$ cat config.mk
export PLATFORM = sky130hd
export DESIGN_NAME = wb_arbiter2_rr
export DESIGN_NICKNAME = d
export VERILOG_FILES = /design/src/rtl/wb_arbiter2_rr.sv
export SDC_FILE = /design/constraint.sdc
export NUM_CORES = 1
export LEC_CHECK = 0
export BUFFER_PORTS_ARGS = -buffer_cell sky130_fd_sc_hd__buf_2
export CAP_MARGIN = 20
export CELL_PAD_IN_SITES_DETAIL_PLACEMENT = 2
export CELL_PAD_IN_SITES_GLOBAL_PLACEMENT = 2
export CORE_ASPECT_RATIO = 1.4
export CORE_MARGIN = 1.5
export CORE_UTILIZATION = 15
export DETAILED_ROUTE_END_ITERATION = 8
export GPL_TIMING_DRIVEN = 0
export PLACE_DENSITY_LB_ADDON = 0.12
export SYNTH_ARGS = -nofsm -noshare
export SYNTH_HDL_FRONTEND = slang
export SYNTH_SLANG_ARGS = --single-unit
$ cat constraint.sdc
create_clock -name wb_clk -period 4.2 [get_ports wb_clk]
set_clock_uncertainty 0.1 [all_clocks]
set_input_delay 0.63 -clock wb_clk [delete_from_list [all_inputs] [get_ports wb_clk]]
set_output_delay 0.63 -clock wb_clk [all_outputs]
set_load 0.1 [all_outputs]
$ cat src/rtl/wb_arbiter2_rr.sv
// wb_arbiter2_rr
// Two-master Wishbone B4 classic arbiter with round-robin priority, a grant
// that stays locked for the whole cyc cycle, and a bus-timeout watchdog that
// terminates hung accesses with err.
//
// Ports:
//   wb_clk, wb_rst_n          clock, asynchronous active-low reset
//   wbm0_* / wbm1_*           master-side Wishbone ports (inputs from masters,
//                             dat/ack/err/rty back to masters)
//   wbs_*                     slave-side Wishbone port (granted master's copy)
//   grant_o                   one-hot current grant, 2'b00 when idle
//   timeout_o                 one-cycle pulse when the watchdog fires
module wb_arbiter2_rr #(
    parameter int AW      = 32,
    parameter int DW      = 32,
    parameter int TIMEOUT = 255
) (
    input  logic            wb_clk,
    input  logic            wb_rst_n,
    // master 0
    input  logic [AW-1:0]   wbm0_adr_i,
    input  logic [DW-1:0]   wbm0_dat_i,
    input  logic [DW/8-1:0] wbm0_sel_i,
    input  logic            wbm0_we_i,
    input  logic            wbm0_cyc_i,
    input  logic            wbm0_stb_i,
    input  logic [2:0]      wbm0_cti_i,
    input  logic [1:0]      wbm0_bte_i,
    output logic [DW-1:0]   wbm0_dat_o,
    output logic            wbm0_ack_o,
    output logic            wbm0_err_o,
    output logic            wbm0_rty_o,
    // master 1
    input  logic [AW-1:0]   wbm1_adr_i,
    input  logic [DW-1:0]   wbm1_dat_i,
    input  logic [DW/8-1:0] wbm1_sel_i,
    input  logic            wbm1_we_i,
    input  logic            wbm1_cyc_i,
    input  logic            wbm1_stb_i,
    input  logic [2:0]      wbm1_cti_i,
    input  logic [1:0]      wbm1_bte_i,
    output logic [DW-1:0]   wbm1_dat_o,
    output logic            wbm1_ack_o,
    output logic            wbm1_err_o,
    output logic            wbm1_rty_o,
    // slave
    output logic [AW-1:0]   wbs_adr_o,
    output logic [DW-1:0]   wbs_dat_o,
    output logic [DW/8-1:0] wbs_sel_o,
    output logic            wbs_we_o,
    output logic            wbs_cyc_o,
    output logic            wbs_stb_o,
    output logic [2:0]      wbs_cti_o,
    output logic [1:0]      wbs_bte_o,
    input  logic [DW-1:0]   wbs_dat_i,
    input  logic            wbs_ack_i,
    input  logic            wbs_err_i,
    input  logic            wbs_rty_i,
    // status
    output logic [1:0]      grant_o,
    output logic            timeout_o
);

    typedef enum logic [1:0] {
        IDLE = 2'b00,
        GNT0 = 2'b01,
        GNT1 = 2'b10
    } state_t;

    state_t state, state_nxt;
    logic   last;          // most recently granted master (0 or 1)

    logic   granted;
    logic   term;
    logic   wd_fire;
    logic   cyc_mux;
    logic   stb_mux;

    // ---------------- state and round-robin pointer ----------------
    always_ff @(posedge wb_clk or negedge wb_rst_n) begin
        if (!wb_rst_n) begin
            state <= IDLE;
            last  <= 1'b1;     // m0 wins the first contention after reset
        end else begin
            state <= state_nxt;
            if (state == GNT0 && state_nxt != GNT0) begin
                last <= 1'b0;
            end else if (state == GNT1 && state_nxt != GNT1) begin
                last <= 1'b1;
            end
        end
    end

    always_comb begin
        state_nxt = state;
        case (state)
            IDLE: begin
                if (wbm0_cyc_i && wbm1_cyc_i) begin
                    state_nxt = last ? GNT0 : GNT1;
                end else if (wbm0_cyc_i) begin
                    state_nxt = GNT0;
                end else if (wbm1_cyc_i) begin
                    state_nxt = GNT1;
                end
            end
            GNT0: begin
                if (!wbm0_cyc_i) begin
                    state_nxt = wbm1_cyc_i ? GNT1 : IDLE;
                end
            end
            GNT1: begin
                if (!wbm1_cyc_i) begin
                    state_nxt = wbm0_cyc_i ? GNT0 : IDLE;
                end
            end
            default: state_nxt = IDLE;
        endcase
    end

    // ---------------- slave-side mux ----------------
    always_comb begin
        wbs_adr_o = '0;
        wbs_dat_o = '0;
        wbs_sel_o = '0;
        wbs_we_o  = 1'b0;
        wbs_cti_o = '0;
        wbs_bte_o = '0;
        cyc_mux   = 1'b0;
        stb_mux   = 1'b0;
        case (state)
            GNT0: begin
                wbs_adr_o = wbm0_adr_i;
                wbs_dat_o = wbm0_dat_i;
                wbs_sel_o = wbm0_sel_i;
                wbs_we_o  = wbm0_we_i;
                wbs_cti_o = wbm0_cti_i;
                wbs_bte_o = wbm0_bte_i;
                cyc_mux   = wbm0_cyc_i;
                stb_mux   = wbm0_stb_i;
            end
            GNT1: begin
                wbs_adr_o = wbm1_adr_i;
                wbs_dat_o = wbm1_dat_i;
                wbs_sel_o = wbm1_sel_i;
                wbs_we_o  = wbm1_we_i;
                wbs_cti_o = wbm1_cti_i;
                wbs_bte_o = wbm1_bte_i;
                cyc_mux   = wbm1_cyc_i;
                stb_mux   = wbm1_stb_i;
            end
            default: ;
        endcase
    end

    // A firing watchdog withdraws the access from the slave in the same cycle
    // the err is handed back, so a late slave ack cannot land on a dead cycle.
    assign wbs_cyc_o = cyc_mux & ~wd_fire;
    assign wbs_stb_o = stb_mux & ~wd_fire;

    assign granted   = (state == GNT0) || (state == GNT1);
    assign term      = wbs_ack_i | wbs_err_i | wbs_rty_i;
    assign grant_o   = {state == GNT1, state == GNT0};
    assign timeout_o = wd_fire;

    // ---------------- response routing ----------------
    assign wbm0_dat_o = wbs_dat_i;
    assign wbm1_dat_o = wbs_dat_i;

    assign wbm0_ack_o = (state == GNT0) & wbs_ack_i & ~wd_fire;
    assign wbm0_rty_o = (state == GNT0) & wbs_rty_i & ~wd_fire;
    assign wbm0_err_o = (state == GNT0) & (wbs_err_i | wd_fire);
    assign wbm1_ack_o = (state == GNT1) & wbs_ack_i & ~wd_fire;
    assign wbm1_rty_o = (state == GNT1) & wbs_rty_i & ~wd_fire;
    assign wbm1_err_o = (state == GNT1) & (wbs_err_i | wd_fire);

    // ---------------- watchdog ----------------
    generate
        if (TIMEOUT > 0) begin : g_wd
            localparam int CW_RAW = $clog2(TIMEOUT + 1);
            localparam int CW     = (CW_RAW < 8) ? 8 : ((CW_RAW > 32) ? 32 : CW_RAW);
            localparam logic [CW-1:0] TO_VAL = CW'(TIMEOUT);

            logic [CW-1:0] wd_cnt;

            // The first visible stb cycle sees a count of 0, so the count
            // reaches TIMEOUT in stb cycle TIMEOUT+1.
            assign wd_fire = granted & cyc_mux & stb_mux & (wd_cnt == TO_VAL);

            always_ff @(posedge wb_clk or negedge wb_rst_n) begin
                if (!wb_rst_n) begin
                    wd_cnt <= '0;
                end else if (!granted || term || wd_fire || (state_nxt != state)) begin
                    wd_cnt <= '0;
                end else if (cyc_mux && stb_mux) begin
                    wd_cnt <= wd_cnt + 1'b1;
                end
            end
        end else begin : g_no_wd
            assign wd_fire = 1'b0;
        end
    endgenerate

endmodule

After elaboration in Yosys (flattened, before gate mapping):

Cells that the tools add are included.

* bits in registers: 11
* bits in latches: 0
* RAM bits: 0
* ROM bits: 0
* input port bits: 189
* output and inout bits: 149
* logic and storage cells: 62
* memories: 0

* add/sub/neg operators: 1
* multiply operators: 0
* div/mod/pow operators: 0
* $lt $le $gt $ge: 0
* equality and inequality tests: 6
* shift operators: 0
* mux-type cells: 21
* bitwise gates (word level): 19
* reductions and logical operators: 12

Operator list (number)
* case mux 32 bit (2 select lines): 2
* 2-to-1 mux 8 bit: 2
* AND 1 bit: 15
* 2-to-1 mux 2 bit: 7
* adder 8 x 1 -> 8 bit (second input constant): 1
* == test 8 bit (second input constant): 1
* case mux 4 bit (2 select lines): 1
* case mux 1 bit (2 select lines): 3
* case mux 2 bit (3 select lines): 1
* case mux 3 bit (2 select lines): 1
* logical AND 1 bit: 4
* logical OR 1 bit: 4
* case mux 2 bit (2 select lines): 1
* nonzero test 2 bit: 2
* 2-to-1 mux 1 bit: 3
* bitwise OR 1 bit: 3
* == test 2 x 1 -> 1 bit (second input constant): 1
* == test 2 bit (second input constant): 1
* logical NOT 2 bit: 1
* != test 2 x 1 -> 1 bit (second input constant): 1
* != test 2 bit: 1
* != test 2 bit (second input constant): 1
* logical NOT 1 bit: 1
* inverter 1 bit: 1

Depth between registers and ports, before layout:

* depth in word-level cells: 8
* gate-level depth with buffers: 9
* depth with buffers taken out: 7

Least setup slack after synthesis:

OpenSTA, ideal clock, no wires.

* path type: reg2out
* from: register state[0]
* to: output wbm0_err_o
* arrival: 3882 ps
* path slack: -412 ps
* cell stages (with the launch flop): 10
* cells stage by stage: dfrtp_1 -> inv_1 -> ha_1 -> buf_2 -> clkbuf_1 -> nand3_1 -> o211ai_1 -> nand4_1 -> inv_1 -> o21a_1

* word-level cells in the longest chain between the ends: 7

RTL lines
* start: declaration: RTL line 70 `state_t state, state_nxt;`
* start signal: assignment: RTL line 85 `state <= state_nxt;`
* == test 2 bit (*)
* via grant_o[1]: RTL line 60 `output logic [1:0] grant_o,`
* case mux 1 bit (2 select lines) / logical OR 1 bit (equally long branches): RTL line 130, 160
* AND 1 bit: RTL line 187 `assign wd_fire = granted & cyc_mux & stb_mux & (wd_cnt == TO_VAL);`
* AND 1 bit (*) (2 in a row): RTL line 187
* via timeout_o: RTL line 61 `output logic timeout_o`
* bitwise OR 1 bit (*): RTL line 171 `assign wbm0_err_o = (state == GNT0) & (wbs_err_i | wd_fire);`
* AND 1 bit (*): RTL line 171
* end: declaration: RTL line 31 `output logic wbm0_err_o,`

Mark *: on every way through the listed nets, which the timed path passes. The rest lies on a longest branch.

Final worst setup path:

* from: register state[1]
* to: output wbs_stb_o

* word-level cells in the longest chain between the ends: 7

RTL lines
* == test 2 bit / == test 2 x 1 -> 1 bit (equally long branches): RTL line 130, 160
* case mux 1 bit (2 select lines) / logical OR 1 bit (equally long branches): RTL line 130, 160
* AND 1 bit (3 in a row): RTL line 187
* inverter 1 bit: RTL line 158 `assign wbs_stb_o = stb_mux & ~wd_fire;`
* AND 1 bit (*): RTL line 158
* end: declaration: RTL line 52 `output logic wbs_stb_o,`

Every way passes the cells marked *; elsewhere a longest branch is shown, timed or not.

==> reports/qor_table.md <==
| Parameter | Value | Unit |
|:---|:---|:---|
| Status | completed | - |
| Hold Crit Class | input port to async pin | - |
| Sort of element at the start of the critical path | flip-flop | - |
| Wirelength, routed | 16,100 | um |
| Vertical die dimension | 158 | um |
| Top cell family by delay on the critical path | buffers and inverters | - |
| Summed instance area of the synthesized netlist | 2590 | sq um |
| Final Power | 4.29 | mW |
| Worst rel slew slack | 57.1 | % |
| Post-route ant nets | 0 | - |
| Final weighted congestion in routability-driven placement | 0.794 | - |
| Total of flip-flops plus latches after synthesis | 11 | - |
| HPWL after DPL | 14,300 | um |
| Synth-to-layout area growth | 72.1 | % |
| Port Buffer Count | 305 | - |
| Reg-to-reg startpoint | state[0] | - |
| Timing-limited maximum frequency | 265 | MHz |
| Boundary Pins | 338 | - |
| Number of H-tree branching levels | 1 | - |
| Clk pin slew, worst setup/hold paths | 0.05 | ns |
| Final critical-path required period | 3.77 | ns |
| Sum of negative setup slack | 0 | ns |
| Via count normalized by instance count | 4.39 | - |
| Cell at the root of the clock tree | clkbuf_16 | - |
| Buffers from clock root to sink, at most | 2 | - |
| Syn Nets | 543 | - |
| Primary FF master, synth | dfrtp_1 | - |
| Hold Vio Cnt, Final | 0 | - |
| Number of enable-type register cells in the synthesized netlist | 0 | - |
| Clock network latency to the later pin of the worst-skew pair | 0.24 | ns |
| Filler cell count | 2,085 | - |
| Vias in the first global route | 4,079 | - |
| Critical path capture point type | output port | - |
| Layout Utilization | 26.5 | % |
| Number of standard-cell rows in the floorplan | 56 | - |
| Worst reg2reg path depth | 8 | - |
| Width of the chip | 114 | um |
| Final worst path period share | 89.8 | % |
| Distinct cell type count after synthesis | 43 | - |
| Worst Path Required | 3.47 | ns |
| Initial cell density of the core | 15.4 | % |
| Critical register-to-register path endpoint | g_wd.wd_cnt[4] | - |
| Resized cells post-CTS | 0 | - |
| CP arrival | 3.04 | ns |
| Number of antenna violations at the first check in global routing | 0 | - |
| Leakage power summed over all cells | 2.33 | nW |
| # setup viols final | 0 | - |
| Most numerous cell on the critical path | buf_2 | - |
| Number of buffer and inverter stages on the critical path | 5 | - |
| Final net count | 852 | - |
| Synthesis warning total | 0 | - |
| Synthesized netlist cell count | 348 | - |
| Share of synthesized area occupied by flip-flops and latches | 10.7 | % |
| Final slew viol count | 0 | - |
| Clock buffer count from CTS | 3 | - |
| Number of post-CTS setup repair buffers | 0 | - |
| Worst-case vdd ir drop | 0.441 | mV |
| Area of the die | 18,100 | sq um |
| First element of the critical path | state[1] | - |
| CTS tree | done | - |
| Termination of the worst setup path | wbs_stb_o | - |
| Worst Max-Slew Pin Slew | 0.644 | ns |
| Number of remaining DRC errors | 0 | - |
| Power density normalized to cell area | 964 | nW/um^2 |
| Hold_buf cts | 0 | - |
| First DRT Iteration DRCs | 98 | - |
| Remaining global-route overflow | 0 | - |
| Post-Syn Area per Cell | 7.44 | sq um |
| DR pass1 iterations | 4 | - |
| Maximum Capacitance Violations | 0 | - |
| Proportion of synthesized flip-flops having asynchronous set or reset | 100 | % |
| Fraction of layout cells with a size suffix above 1 | 60.5 | % |
| Sinks on the clock net | 11 | - |
| Area of the core | 16,800 | sq um |
| Wire length of the first global-routing pass | 22,600 | um |
| Number of cells on the critical path | 8 | - |
| RSZ-0062 raised after global routing | false | - |
| Total Routing Usage GR | 16.3 | % |
| Category of the most critical setup path | flip-flop to output port | - |
| Standard cell with the maximum stage delay on the critical path | clkbuf_1 | - |
| Ordered cell list for the critical path | inv_1, ha_1, buf_2, buf_1, clkbuf_1, a22oi_1, nor2_1, buf_2 | - |
| Routed wirelength normalized by instance count | 18.7 | um |
| Largest stage delay on the critical path | 0.51 | ns |
| Maximum number of pins on one net before global-route repair | 12 | - |
| Via Count | 3,779 | - |
| Reg-to-reg setup timing slack | 1.46 | ns |
| Top fanout value on the critical path | 10 | - |
routing by layer:
metal / wire [um] / track usage (%) / part of all wire, % / vias to the layer above
met5: 0 / 0 / 0 / -
met1: 5570 / 16.5 / 35 / 1796
met2: 9080 / 32.9 / 56 / 182
li1: - / - / - / 1789
met3: 1290 / 4.64 / 8.0 / 12
met4: 174 / 2.68 / 1.1 / 0
cell families (layout without fill, tap and decap cells):
| group | count (synthesis) | count (layout) | synth area share (%) |
|---|---|---|---|
| simple gates | 128 | 128 | 31.0 |
| buf+inv | 99 | 407 | 24.4 |
| compound gates | 96 | 96 | 28.3 |
| flops | 11 | 11 | 10.7 |
| xor+xnor | 7 | 7 | 2.37 |
| fa+ha+maj | 6 | 6 | 2.90 |
| mux | 1 | 1 | 0.387 |
| other cells | 0 | 1 | 0 |
Yosys cell counts (all sizes together) (3+ instances only):
master	number	area, sq um
nor2b	76	475
a22oi	75	563
buf	74	538
clkbuf	21	78.8
nor3	12	100
dfrtp	10	250
nand2	10	37.5
nand3	7	35.0
and3	6	37.5
ha	6	75.1
a21oi	5	28.8
nor2	5	18.8
xnor2	5	43.8
inv	4	15.0
nand4	3	18.8
o21ai	3	15.0
where the power goes:
group          internal, mW  switching (mW)
Combinational         0.778            3.18
Clock                 0.128          0.0516
Sequential            0.124          0.0351
cell usage in the layout, fill, tap and decap left out, drive strengths merged, types with 2 or more instances in the layout:
master and n:
inv 4, o21a 2, ha 6, buf 379, xor2 2, nand4 3, a22oi 75, nand2 10
and3 6, a21boi 2, nor2b 76, nor3 12, a211oi 2, o21bai 2, xnor2 5, nand3 7
a21oi 5, nor3b 2, dfrtp 10, o21ai 3, clkbuf 24, nor2 5
worst min path at each step:
stage | startpoint | end | slack [ns] | cells past startpoint
2_1_floorplan | wb_rst_n | g_wd.wd_cnt[0] | 0.23 | 0
5_1_grt | wb_rst_n | state[0] | 0.18 | 1
4_1_cts | wb_rst_n | state[0] | 0.17 | 1
3_3_place_gp | wb_rst_n | state[0] | 0.42 | 1
3_5_place_dp | wb_rst_n | state[0] | 0.43 | 1
6_report | wb_rst_n | g_wd.wd_cnt[2] | 0.16 | 1
stage by stage:
stage / hold WS (ns) / area (sq um) / worst slack (ns) / instances
floorplan: 0.234 / 2600 / 0.0869 / 348
global placement: 0.420 / 4380 / 0.460 / 856
CTS: 0.173 / 4460 / 0.178 / 860
detailed placement: 0.429 / 4380 / 0.453 / 856
global route: 0.180 / 4450 / 0.155 / 859
finish: 0.164 / 4460 / 0.429 / 860
worst reg2reg max path, stage by stage (launching register included):
cell	delay (ns)
dfrtp_1	0.55
inv_1	0.14
ha_1	0.32
buf_2	0.22
nor4b_2	0.33
nand3_1	0.12
or4b_4	0.54
buf_6	0.16
nor3_2	0.17
flip-flops by register name, summed over array words and instances, names as in the netlist:
signal and cells:
state 2, last 1, g_wd.wd_cnt 8
cell type report:
type	count	area, sq um	area share [%]
Antenna cell	1	2.50	0.0562
Buffer	94	613	13.8
Clock buffer	4	78.8	1.77
Inverter	4	15.0	0.337
Multi-Input combinational cell	238	1690	37.9
Sequential cell	11	277	6.21
Tap cell	203	254	5.70
Timing Repair Buffer	305	1530	34.3
(Power assumes the default switching activity.)
